File: src/rtl/sdram_port_arb.sv
// sdram_port_arb: arbitrates download, CPU and video requesters onto one SDRAM command port.
// Build option VID_SLOT_EN: video gets absolute priority on every 4th clkref strobe.
module sdram_port_arb #(
   parameter int unsigned ADDR_W = 23,
   parameter int unsigned TMO    = 15
) (
   input  logic              clk_sys,
   input  logic              reset,
   input  logic              clkref,
   input  logic              dl_req,
   input  logic [ADDR_W-1:0] dl_addr,
   input  logic [7:0]        dl_din,
   output logic              dl_ack,
   input  logic              cpu_req,
   input  logic              cpu_we,
   input  logic [ADDR_W-1:0] cpu_addr,
   input  logic [7:0]        cpu_din,
   output logic              cpu_ack,
   output logic [7:0]        cpu_q,
   input  logic              vid_req,
   input  logic [ADDR_W-1:0] vid_addr,
   output logic              vid_ack,
   output logic [15:0]       vid_q,
   output logic              mem_req,
   output logic              mem_we,
   output logic [ADDR_W-1:0] mem_addr,
   output logic [7:0]        mem_din,
   output logic              mem_wide,
   input  logic              mem_ack,
   input  logic [15:0]       mem_q,
   output logic              busy,
   output logic              tmo_err,
   input  logic              err_clr
);

   localparam int unsigned CNT_W = 8;

   typedef enum logic [1:0] {IDLE, ISSUE, WAIT, DONE} state_t;
   typedef enum logic [1:0] {SEL_NONE, SEL_DL, SEL_CPU, SEL_VID} sel_t;

   state_t            r_state;
   state_t            w_state_nx;
   sel_t              r_sel;
   sel_t              w_pick;
   logic [CNT_W-1:0]  r_cnt;
   logic [CNT_W-1:0]  w_cnt_nx;
   logic              w_grant;
   logic              w_fin_ack;
   logic              w_fin_tmo;
   logic              w_fin;

   logic [ADDR_W-1:0] r_addr;
   logic              r_we;
   logic [7:0]        r_din;
   logic              r_wide;
   logic              r_mem_req;
   logic              r_dl_ack;
   logic              r_cpu_ack;
   logic              r_vid_ack;
   logic              r_busy;
   logic              r_tmo_err;
   logic [7:0]        r_cpu_q;
   logic [15:0]       r_vid_q;

`ifdef VID_SLOT_EN
   logic [1:0]        r_slot;

   // Slot counter advances on every strobe, whether or not a grant happens
   always_ff @(posedge clk_sys or posedge reset) begin
      if (reset) begin
         r_slot <= 2'd0;
      end else if (clkref) begin
         r_slot <= r_slot + 2'd1;
      end
   end

   always_comb begin
      w_pick = SEL_NONE;
      if (vid_req && (r_slot == 2'd3)) begin
         w_pick = SEL_VID;
      end else if (dl_req) begin
         w_pick = SEL_DL;
      end else if (cpu_req) begin
         w_pick = SEL_CPU;
      end else if (vid_req) begin
         w_pick = SEL_VID;
      end
   end
`else
   logic              r_last_cpu;

   // Tracks which of cpu/vid won last so ties alternate
   always_ff @(posedge clk_sys or posedge reset) begin
      if (reset) begin
         r_last_cpu <= 1'b0;
      end else if (w_grant && (w_pick == SEL_CPU)) begin
         r_last_cpu <= 1'b1;
      end else if (w_grant && (w_pick == SEL_VID)) begin
         r_last_cpu <= 1'b0;
      end
   end

   always_comb begin
      w_pick = SEL_NONE;
      if (dl_req) begin
         w_pick = SEL_DL;
      end else if (cpu_req && vid_req) begin
         w_pick = r_last_cpu ? SEL_VID : SEL_CPU;
      end else if (cpu_req) begin
         w_pick = SEL_CPU;
      end else if (vid_req) begin
         w_pick = SEL_VID;
      end
   end
`endif

   always_ff @(posedge clk_sys or posedge reset) begin
      if (reset) begin
         r_state <= IDLE;
         r_cnt   <= '0;
      end else begin
         r_state <= w_state_nx;
         r_cnt   <= w_cnt_nx;
      end
   end

   always_comb begin
      w_state_nx = r_state;
      w_cnt_nx   = r_cnt;
      w_grant    = 1'b0;
      w_fin_ack  = 1'b0;
      w_fin_tmo  = 1'b0;
      case (r_state)
         IDLE: begin
            if (clkref && (w_pick != SEL_NONE)) begin
               w_grant    = 1'b1;
               w_cnt_nx   = '0;
               w_state_nx = ISSUE;
            end
         end
         ISSUE: begin
            w_state_nx = WAIT;
         end
         WAIT: begin
            if (mem_ack) begin
               w_fin_ack  = 1'b1;
               w_state_nx = DONE;
            end else if (r_cnt >= CNT_W'(TMO)) begin
               w_fin_tmo  = 1'b1;
               w_state_nx = DONE;
            end else begin
               w_cnt_nx = r_cnt + CNT_W'(1);
            end
         end
         DONE: begin
            w_state_nx = IDLE;
         end
         default: begin
            w_state_nx = IDLE;
         end
      endcase
   end

   assign w_fin = w_fin_ack | w_fin_tmo;

   // Command latch, ack pulses and read-data capture
   always_ff @(posedge clk_sys or posedge reset) begin
      if (reset) begin
         r_sel     <= SEL_NONE;
         r_addr    <= '0;
         r_we      <= 1'b0;
         r_din     <= 8'h00;
         r_wide    <= 1'b0;
         r_mem_req <= 1'b0;
         r_dl_ack  <= 1'b0;
         r_cpu_ack <= 1'b0;
         r_vid_ack <= 1'b0;
         r_busy    <= 1'b0;
         r_tmo_err <= 1'b0;
         r_cpu_q   <= 8'h00;
         r_vid_q   <= 16'h0000;
      end else begin
         r_mem_req <= w_grant;
         r_busy    <= (w_state_nx != IDLE);
         r_dl_ack  <= w_fin && (r_sel == SEL_DL);
         r_cpu_ack <= w_fin && (r_sel == SEL_CPU);
         r_vid_ack <= w_fin && (r_sel == SEL_VID);

         if (w_grant) begin
            r_sel <= w_pick;
            case (w_pick)
               SEL_DL: begin
                  r_addr <= dl_addr;
                  r_we   <= 1'b1;
                  r_din  <= dl_din;
                  r_wide <= 1'b0;
               end
               SEL_CPU: begin
                  r_addr <= cpu_addr;
                  r_we   <= cpu_we;
                  r_din  <= cpu_din;
                  r_wide <= 1'b0;
               end
               SEL_VID: begin
                  r_addr <= vid_addr;
                  r_we   <= 1'b0;
                  r_din  <= 8'h00;
                  r_wide <= 1'b1;
               end
               default: begin
               end
            endcase
         end

         if (w_fin && (r_sel == SEL_CPU) && !r_we) begin
            if (w_fin_tmo) begin
               r_cpu_q <= 8'hFF;
            end else begin
               r_cpu_q <= r_addr[0] ? mem_q[15:8] : mem_q[7:0];
            end
         end

         if (w_fin && (r_sel == SEL_VID)) begin
            r_vid_q <= w_fin_tmo ? 16'hFFFF : mem_q;
         end

         // A fresh timeout beats a simultaneous clear
         if (w_fin_tmo) begin
            r_tmo_err <= 1'b1;
         end else if (err_clr) begin
            r_tmo_err <= 1'b0;
         end
      end
   end

   assign mem_req  = r_mem_req;
   assign mem_we   = r_we;
   assign mem_addr = r_addr;
   assign mem_din  = r_din;
   assign mem_wide = r_wide;
   assign dl_ack   = r_dl_ack;
   assign cpu_ack  = r_cpu_ack;
   assign vid_ack  = r_vid_ack;
   assign cpu_q    = r_cpu_q;
   assign vid_q    = r_vid_q;
   assign busy     = r_busy;
   assign tmo_err  = r_tmo_err;

endmodule

File: config.mk
export PLATFORM = sky130hd
export DESIGN_NAME = sdram_port_arb
export DESIGN_NICKNAME = d
export VERILOG_FILES = /design/src/rtl/sdram_port_arb.sv
export SDC_FILE = /design/constraint.sdc
export NUM_CORES = 1
export LEC_CHECK = 0
export BUFFER_PORTS_ARGS = -buffer_cell sky130_fd_sc_hd__buf_2
export CORE_MARGIN = 2
export CORE_UTILIZATION = 35
export DETAILED_ROUTE_END_ITERATION = 10
export HOLD_SLACK_MARGIN = 0.12
export PLACE_DENSITY = 0.68
export SKIP_CTS_REPAIR_TIMING = 1
export SLEW_MARGIN = 40
export SYNTH_ARGS = -nofsm -noshare
export SYNTH_HDL_FRONTEND = slang
export SYNTH_SLANG_ARGS = --single-unit
File: constraint.sdc
create_clock -name clk_sys -period 2.2 [get_ports clk_sys]
set_clock_uncertainty 0.05 [all_clocks]
set_input_delay 0.22 -clock clk_sys [delete_from_list [all_inputs] [get_ports clk_sys]]
set_output_delay 0.22 -clock clk_sys [all_outputs]
set_load 0.01 [all_outputs]
# --- After elaboration in Yosys (flattened, before gate mapping) ---
# Index checks and enable logic that the tools add are counted.
classes:
  add_sub_neg: 1
  order_cmp: 1
  eq_ne: 12
  mux: 31
  bitwise: 1
  reduce_logical: 21
op_table:
  columns: ["cell", "count"]
  rows:
  - ["case mux 23 bit (3 select lines)", 1]
  - ["2-to-1 mux 8 bit", 5]
  - ["case mux 8 bit (3 select lines)", 1]
  - ["2-to-1 mux 16 bit", 1]
  - ["case mux 8 bit (2 select lines)", 1]
  - ["2-to-1 mux 2 bit", 7]
  - ["== test 2 bit (second input constant)", 6]
  - ["2-to-1 mux 1 bit", 12]
  - ["nonzero test 2 bit", 6]
  - ["adder 8 x 1 -> 8 bit (second input constant)", 1]
  - ["greater-or-equal comparator 8 x 4 -> 1 bit (second input constant)", 1]
  - ["logical AND 1 bit", 8]
  - ["case mux 2 bit (4 select lines)", 1]
  - ["== test 2 x 1 -> 1 bit (second input constant)", 3]
  - ["inequality test 2 bit (second input constant)", 3]
  - ["AND reduction 2 bit", 2]
  - ["AND reduction 4 bit", 1]
  - ["case mux 1 bit (3 select lines)", 1]
  - ["nonzero test 3 bit", 1]
  - ["zero test 2 bit", 1]
  - ["case mux 1 bit (2 select lines)", 1]
  - ["OR reduction 2 bit", 1]
  - ["zero test 1 bit", 1]
  - ["bitwise OR 1 bit", 1]
totals:
  register_bits: 76
  word_cells: 83

# --- Longest topological paths before layout ---
# Gate-level depths: netlist (run 1).
logic_depth:
  depth_word: 11
  ltp_mapped: 7

# --- Worst setup path before layout (run 1) ---
# OpenSTA, ideal clock, no wires.
synth_path:
  path_kind: "reg-to-reg"
  start: "register r_cnt[7]"
  end: "register r_cnt[2]"
  t_arrival_ps: 1739
  required_time_ps: 2024
  path_slack_ps: 285
  path_stages_with_launch: 5
  path_buffers: 0
  period_less_slack_ps: 1915
  cell_sequence: "dfrtp_1 -> or4_4 -> o31ai_4 -> o211ai_2 -> a221o_1"
synth_via:
  elab_chain_cells: 3
synth_lines:
  columns: ["element", "line_no", "source"]
  rows:
  - ["from (decl)", "45", "logic [CNT_W-1:0] r_cnt;"]
  - ["from (signal assigned)", "123", "r_cnt <= w_cnt_nx;"]
  - ["greater-or-equal comparator 8 x 4 -> 1 bit", "148", "end else if (r_cnt >= CNT_W'(TMO)) begin"]
  - ["inequality test 2 bit (no line)", null, null]
  - ["AND reduction 4 bit (no line)", null, null]
# Every way passes these cells.
# A chain may end at the register's enable or synchronous reset.

# --- Worst setup path in the final report (run 1) ---
# Ends and elaborated chain as after synthesis.

==> flow_summary.ini, run 1 <==
[route]
met2WireLength_um = 4552
drt_wl_total_um = 9153
top_layer = met4
firstDrtPassIters = 6
routed-via-count = 3101
detail_route.vias_per_cell = 5.151
final_antenna_net_count = 0
wire_per_inst_um = 15.20
post-route-drc-count = 0
route.met3.wl_um = 634
drt-met1-wl_um = 3834
dr.first_iter.drc_count = 182

[finish]
multi_input_comb_area_um2 = 1318
synthToLayoutAreaGrowth_pct = 45.74
nets = 600
drive_above_1_share_pct = 42.36
fill_cells = 853
seq_area_um2 = 1902
antenna_cells = 0

[sta]
rsz0062_at_grt = no
tns_ns = 0
fin_ws_ns = 0.1546
holdWs_ns = 0.1129
period_needed_ns = 2.045
fmax_mhz = 488.9
setup_viol = 0
drv_slew = 0
finalHoldViolCount = 0
min_period_over_period_pct = 92.97
worst_pin_slew_ns = 0.6939
slew_headroom_pct = 53.69

[logic_synthesis]
ys_seq_elements = 76
synth_edf_count = 0
synth_area_leaders = dfrtp_1, a222oi_1, o21ai_0
syn-num-nets = 406
yosysMostFrequentCell = dfrtp_1
synth_ff_type = dfrtp_1
synth-seq-area-share_pct = 57.84
yosysUniqueCellTypes = 41
yosys-top-cells-count = dfrtp_1, nand2_1, o21ai_0
syn_area_um2 = 3288
synth_top_area_share_pct = 57.84
ys_warn_count = 0
post_synth.cell_area_avg_um2 = 11.26
syn_inst = 292
yosys.area.top_type = dfrtp_1
synthArstFlopShare_pct = 100.0

[power_and_ir_drop]
irDropWorstVdd_mv = 0.4189
power_leakage_nw = 2.413
intPower_mw = 3.711
switchingPower_mw = 2.058
swShare_pct = 35.67
combPwrFrac_pct = 38.1
seq_power_share_pct = 40.7
power_mw = 5.769
power.share.clock_pct = 21.2
powerDensity_nw_per_um2 = 1204

[worst_setup_path]
setup.worst_path.start = r_cnt[7]
rr_startpoint = r_cnt[7]
r2r_setup_slack_ns = 0.15
start_kind = register
r2r_end = r_cnt[2]
path_max_fanout = 8
critPathArrivalTime_ns = 2.22
reg2reg_depth = 4
required_ns = 2.38
cp-end-kind = register
critPathKind = register to register

[clocking]
cts_sinks = 76
clock_latency_ns = 0.35
cts_inserted_buffers = 9
cts_max_path_buffers = 2
path_clk_slew_ns = 0.09
cts_tree = done
h-tree-depth = 3
cts_root_buf = clkbuf_8

[job]
maxCapViolations = 0

[global_route]
grt_overflow = 0
antenna_found_initial = 0
track_usage_pct = 17.81
grt_max_degree = 77
grt_pass1_vias = 2993
grt_pass1_wl_um = 14180

[floorplan]
die_w_um = 100.9
core_area_um2 = 9196
die_h_um = 100.9
die-area_um2 = 10190
num_io_pins = 173
initial_core_util_pct = 35.76
rows = 35

[hold_path]
hold_start = vid_addr[21]
holdPathStages = 3
min_to = mem_addr[21]
hold_path_class = input port to register

[placed_design]
post-place-ws_ns = 0.1499
dp_hpwl_um = 6597
portBuffers = 172
gp_congestion = 0.7706

[status]
status = finished clean
[layout make-up]
| class | count | share of cell area, % |
|---|---|---|
| clock buffers | 10 | 2.872 |
| clock inverters | 6 | 1.984 |
| inverters | 8 | 0.7050 |
| multi-input cells | 189 | 27.49 |
| flip-flops and latches | 76 | 39.69 |
| well taps | 111 | 2.898 |
| repair buffers | 202 | 24.36 |
[critical path, cell delays in order, from the launching register on]
cell	delay, ns
dfrtp_1	0.38
or4_4	0.57
o31ai_4	0.37
o211ai_2	0.19
a221o_1	0.38
[per-stage QoR]
| stage | area, um2 | cells | utilization, % |
|---|---|---|---|
| floorplan | 3292 | 292 | - |
| global placement | 4330 | 563 | 47.09 |
| detailed placement | 4349 | 565 | 47.29 |
| CTS | 4582 | 581 | 49.82 |
| global route | 4792 | 602 | 52.11 |
| finish | 4792 | 602 | 52.11 |
[cell families after synthesis]
kind of cell | count (synthesis) | share of synthesized area [%]
flops | 76 | 57.84
mux | 10 | 3.082
simple gates | 70 | 9.780
fa+ha+maj | 4 | 1.522
compound gates | 105 | 24.66
buf+inv | 27 | 3.120
[per-layer routing]
layer  up-vias  global-route usage [%]
li1       1499                       -
met1      1464                   21.68
met2       127                   30.62
met3        11                   4.230
met4         0                   6.757
met5         -                       0
[power by group through the flow]
| stage | registers (mW) | logic [mW] | clock network (mW) |
|---|---|---|---|
| 2_1_floorplan | 2.55 | 1.02 | 0 |
| 3_3_place_gp | 2.36 | 2.10 | 0 |
| 5_1_grt | 2.43 | 2.45 | 1.32 |
| 6_report | 2.35 | 2.20 | 1.22 |
| 4_1_cts | 2.36 | 2.20 | 1.26 |
| 3_5_place_dp | 2.37 | 2.21 | 0 |
[registers in the layout, indices dropped and copies added, names as in the netlist]
signal      cells
busy            1
cpu_ack         1
cpu_q           8
dl_ack          1
mem_addr       23
mem_din         8
mem_req         1
mem_we          1
mem_wide        1
r_cnt           8
r_last_cpu      1
r_sel           2
r_state         2
tmo_err         1
vid_ack         1
vid_q          16
[worst max-delay path by stage]
stage                          end  slack (ns)  cells after the start
after floorplan           r_cnt[2]        0.28                      4
after global placement    r_cnt[2]        0.23                      4
after detailed placement  r_cnt[2]        0.15                      4
after CTS                 r_cnt[2]        0.15                      4
after global routing      r_cnt[2]        0.04                      4
final                     r_cnt[2]        0.15                      4
[cell usage in the layout, fill, tap and decap left out, types with 3 or more instances in the layout]
cell type        n
dlygate4sd3_1   21
and2_1           3
ha_1             4
mux2i_1          9
a2bb2oi_1        8
clkbuf_8        10
o21ai_0         34
buf_2          172
nor2_1           9
dfrtp_1         76
nand2_1         41
o22a_1          16
a222oi_1        23
nor2b_1          3
inv_1            7
buf_4            6
a22oi_1          8
(Power assumes the default switching activity.)
==> inputs of run 2 (changes only) <==
--- a/config.mk
+++ b/config.mk
@@ -5,7 +5,7 @@
 export SDC_FILE = /design/constraint.sdc
 export NUM_CORES = 1
 export LEC_CHECK = 0
-export BUFFER_PORTS_ARGS = -buffer_cell sky130_fd_sc_hd__buf_2
+export BUFFER_PORTS_ARGS = -buffer_cell sky130_fd_sc_hd__buf_4
 export CORE_MARGIN = 2
 export CORE_UTILIZATION = 35
 export DETAILED_ROUTE_END_ITERATION = 10
==> run 2 against run 1 <==
  * Global-route usage increased by 0.065 points
  * Utilization grew 4.3 points
  * Worst hold slack improved by 0.0083 ns
  * Critical endpoint unchanged
  * Sequential share of layout area shrank 3.0 points
  * Register-to-register slack about the same
  * Clock power hardly changed
==> flow_summary.ini, run 2 (synthesis gave the netlist of run 1 again) <==
[clocking]
cts_tree = done
h-tree-depth = 3
path_clk_slew_ns = 0.08
cts_root_buf = clkbuf_8
clock_latency_ns = 0.34
cts_sinks = 76
cts_inserted_buffers = 9
cts_max_path_buffers = 2

[global_route]
grt_max_degree = 77
antenna_found_initial = 0
grtUsageMet2_pct = 30.10
grt_pass1_wl_um = 14390
grt_pass1_vias = 2960
use_met1_pct = 22.91
track_usage_pct = 17.88
grt-busiest-layer = met2
met3_usage_pct = 3.814
grt_overflow = 0

[finish]
final_cell_mix = buf_4, dfrtp_1, nand2_1
nets = 597
mostFrequentLayoutCell = buf_4
largest_register_ff_count = 23
antenna_cells = 0
fill_cells = 787
design_area_um2 = 5189
drive_above_1_share_pct = 42.42
synthToLayoutAreaGrowth_pct = 57.80

[sta]
worst_pin_slew_ns = 0.7251
period_needed_ns = 2.053
min_period_over_period_pct = 93.30
fmax_mhz = 487.2
holdWs_ns = 0.1212
drv_slew = 0
slew_headroom_pct = 51.61
finalHoldViolCount = 0
tns_ns = 0
setup_viol = 0
rsz0062_at_grt = no
fin_ws_ns = 0.1474

[placed_design]
dp_hpwl_um = 6626
post-place-ws_ns = 0.1559
placed_cell_area_um2 = 4768
portBuffers = 172
gp_congestion = 0.7678

[route]
post-route-drc-count = 0
detail_route.vias_per_cell = 5.167
firstDrtPassIters = 5
final_antenna_net_count = 0
drt_wl_total_um = 9112
wire_per_inst_um = 15.21
dr.first_iter.drc_count = 151
routed-via-count = 3095

[worst_setup_path]
start_kind = register
path_max_fanout = 8
cp_slowest_cell = or4_4
critPathKind = register to register
rr_startpoint = r_cnt[7]
setup.worst_path.start = r_cnt[7]
critPathBufInv = 0
path_cells = or4_4 -> o31ai_4 -> o211ai_2 -> a221o_1
r2r_setup_slack_ns = 0.15
crit_family = compound AO/OA/AOI/OAI gates
critPathArrivalTime_ns = 2.23
cpPeakStageDelay_ns = 0.57
required_ns = 2.38
cp-end-kind = register

[power_and_ir_drop]
irDropWorstVdd_mv = 0.5004
power_leakage_nw = 2.528
power_mw = 6.079
powerDensity_nw_per_um2 = 1172

[floorplan]
die_w_um = 100.9
core_area_um2 = 9196
rows = 35
die-area_um2 = 10190
die_h_um = 100.9
num_io_pins = 173
initial_core_util_pct = 35.76

[hold_path]
hold_start = vid_addr[13]
hold_path_class = input port to register

[job]
maxCapViolations = 0

[status]
status = finished clean
[run 2: final cells by class]
class	count	area (um2)	area share [%]
inverters	8	33.78	0.6511
repair buffers	199	1567	30.19
clock buffers	9	123.9	2.387
flip-flops and latches	76	1902	36.65
multi-input cells	189	1318	25.39
well taps	111	138.9	2.677
clock inverters	7	106.4	2.050
[run 2: where the power goes]
part | internal [mW] | switching (mW)
registers | 1.98 | 0.390
logic | 1.36 | 1.15
clock network | 0.659 | 0.547
total | 4.00 | 2.08
[run 2: worst min-delay path: cells and delay by family]
family,cells,cell delay (ns)
compound gates,2,0.18
buf+inv,1,0.08
[run 2: worst paths after layout]
kind | to | cells after the start
worst max-delay path | r_cnt[2] | 4
worst min-delay path | mem_addr[13] | 3
worst max register to register | r_cnt[2] | 4
worst min register to register | mem_addr[15] | 2
max in group asynchronous | r_last_cpu | 4
min in group asynchronous | mem_din[2] | 4
[run 2: layer usage]
layer  vias up  wire, um
met5         -         0
met4         0       128
met3        11       596
met2       133      4628
met1      1463      3758
li1       1488         -
[run 2: per-stage QoR]
step                      util [%]  cells
after CTS                    54.35    580
final                        56.42    599
after floorplan                  -    292
after detailed placement     51.85    564
after global routing         56.42    599
after global placement       51.77    563
==> inputs of run 3 (changes only) <==
--- a/config.mk
+++ b/config.mk
@@ -10,8 +10,7 @@
 export CORE_UTILIZATION = 35
 export DETAILED_ROUTE_END_ITERATION = 10
 export HOLD_SLACK_MARGIN = 0.12
-export PLACE_DENSITY = 0.68
-export SKIP_CTS_REPAIR_TIMING = 1
+export PLACE_DENSITY = 0.66
 export SLEW_MARGIN = 40
 export SYNTH_ARGS = -nofsm -noshare
 export SYNTH_HDL_FRONTEND = slang
==> constraint.sdc (replaced) <==
create_clock -name clk_sys -period 2.5 [get_ports clk_sys]
set_clock_uncertainty 0.05 [all_clocks]
set_input_delay 0.25 -clock clk_sys [delete_from_list [all_inputs] [get_ports clk_sys]]
set_output_delay 0.25 -clock clk_sys [all_outputs]
set_load 0.01 [all_outputs]
==> run 3 against run 2 <==
  * Combinational power is 14% lower
  * Wire length increased by 0.42%
  * Worst setup slack gained 0.22 ns
  * Clock power decreased by 13%
  * Sequential share of layout area rose by 0.30 points
  * Global-route usage up 0.71 points
  * Worst hold slack improved by 0.028 ns
  * Critical path depth up 1
  * Register-to-register slack improved by 0.22 ns
  * Critical endpoint is now vid_q[10]
  * Highest routed layer unchanged
==> flow_summary.ini, run 3 (synthesis gave the netlist of run 1 again) <==
[status]
status = finished clean

[worst_setup_path]
cpPeakStageDelay_ns = 0.60
cp_slowest_cell = nor2_2
path_cells = inv_1 -> ha_1 -> o31ai_4 -> nor2_2 -> o22a_1
critPathArrivalTime_ns = 2.36
path_max_fanout = 17
critPathBufInv = 1
required_ns = 2.73
crit_family = simple AND/OR/NAND/NOR gates
cp-end-kind = register
critPathKind = register to register
worst-path-stages = 5
reg2reg_depth = 5
start_kind = register

[finish]
seq_area_um2 = 1902
mostFrequentLayoutCell = buf_4
multi_input_comb_area_um2 = 1318
drive_above_1_share_pct = 42.06
synthToLayoutAreaGrowth_pct = 56.51
fill_cells = 805
instances_no_fill = 596
nets = 594
largest_register_ff_count = 23
antenna_cells = 0
final_cell_mix = buf_4, dfrtp_1, nand2_1

[floorplan]
rows = 35
die_w_um = 100.9
die-area_um2 = 10190
core_area_um2 = 9196
initial_core_util_pct = 35.76
die_h_um = 100.9
num_io_pins = 173

[job]
maxCapViolations = 0

[clocking]
cts_root_buf = clkbuf_8
ctsResizeCount = 0
cts_tree = done
cts_inserted_buffers = 9
path_clk_slew_ns = 0.09
cts_max_path_buffers = 2
clock_latency_ns = 0.34
cts_sinks = 76
h-tree-depth = 3

[global_route]
grt_pass1_vias = 3152
track_usage_pct = 18.59
grt_overflow = 0
antenna_found_initial = 0
grt_pass1_wl_um = 14990
grt_max_degree = 72

[sta]
finalHoldViolCount = 0
rsz0062_at_grt = no
fmax_mhz = 469.8
period_needed_ns = 2.128
min_period_over_period_pct = 85.14
drv_slew = 0
tns_ns = 0
slew_headroom_pct = 53.53
setup_viol = 0
worst_pin_slew_ns = 0.6963

[power_and_ir_drop]
swShare_pct = 34.32
switchingPower_mw = 1.821
combPwrFrac_pct = 40.8
intPower_mw = 3.486
irDropWorstVdd_mv = 0.3975
seq_power_share_pct = 39.3
power_leakage_nw = 2.518
power.share.clock_pct = 19.9
powerDensity_nw_per_um2 = 1031

[placed_design]
dp_hpwl_um = 6543
portBuffers = 172
gp_congestion = 0.7988
dp_cells = 562

[hold_path]
hold_path_class = input port to register
holdPathStages = 3

[route]
firstDrtPassIters = 5
drt_wl_total_um = 9150
post-route-drc-count = 0
wire_per_inst_um = 15.35
final_antenna_net_count = 0
routed-via-count = 3057
dr.first_iter.drc_count = 155
detail_route.vias_per_cell = 5.129
[run 3: metrics by stage]
stage / worst slack [ns] / cell area [um2] / utilization (%) / total power, mW / hold WS, ns
5_1_grt: 0.1777 / 5146 / 55.96 / 5.717 / 0.1528
3_3_place_gp: 0.4819 / 4738 / 51.52 / 4.223 / 0.09577
6_report: 0.3715 / 5146 / 55.96 / 5.307 / 0.1490
3_5_place_dp: 0.3981 / 4738 / 51.52 / 4.292 / 0.1004
4_1_cts: 0.3607 / 5146 / 55.96 / 5.400 / 0.1328
2_1_floorplan: 0.2617 / 3288 / - / 3.141 / 0.2990
[run 3: metal layers]
metal  vias to the layer above  GRT usage (%)  part of all wire [%]
li1                       1485              -                     -
met1                      1444          23.59                    41
met2                       121          32.05                    51
met3                         7          3.606                   7.0
met4                         0          5.821                  0.92
met5                         -              0                     0
[run 3: layout make-up]
| class | instances | share of cell area (%) |
|---|---|---|
| clock buffer | 9 | 2.407 |
| multi-input combinational | 189 | 25.60 |
| clock inverter | 7 | 2.018 |
| timing repair buffer | 196 | 29.71 |
| tap | 111 | 2.699 |
| inverter | 8 | 0.6078 |
| sequential | 76 | 36.96 |
[run 3: power by group through the flow]
stage | combinational [mW] | sequential [mW] | clock [mW]
global route | 2.40 | 2.16 | 1.15
CTS | 2.20 | 2.10 | 1.10
floorplan | 0.899 | 2.24 | 0
global placement | 2.12 | 2.10 | 0
finish | 2.17 | 2.09 | 1.05
detailed placement | 2.18 | 2.11 | 0
[run 3: worst register-to-register path, delay by kind of cell, from the launching register on]
kind / cells / cell delay (ns)
simple gates: 1 / 0.60
fa+ha+maj: 1 / 0.46
buf+inv: 1 / 0.11
flops: 1 / 0.39
compound gates: 2 / 0.46
[run 3: final timing paths]
path | startpoint | end | slack, ns
max | r_state[0] | vid_q[10] | 0.37
max reg2reg | r_state[0] | vid_q[10] | 0.37
max in group asynchronous | reset | r_cnt[2] | 1.50
min in group asynchronous | reset | vid_ack | 0.30
min | vid_addr[10] | mem_addr[10] | 0.15
min reg2reg | mem_addr[10] | mem_addr[10] | 0.43
[run 3: timing repair]
item / in CTS / in global routing
hold buffers: 18 / 0
setup buffers: 0 / 0
hold endpoints to repair: 93 / 0
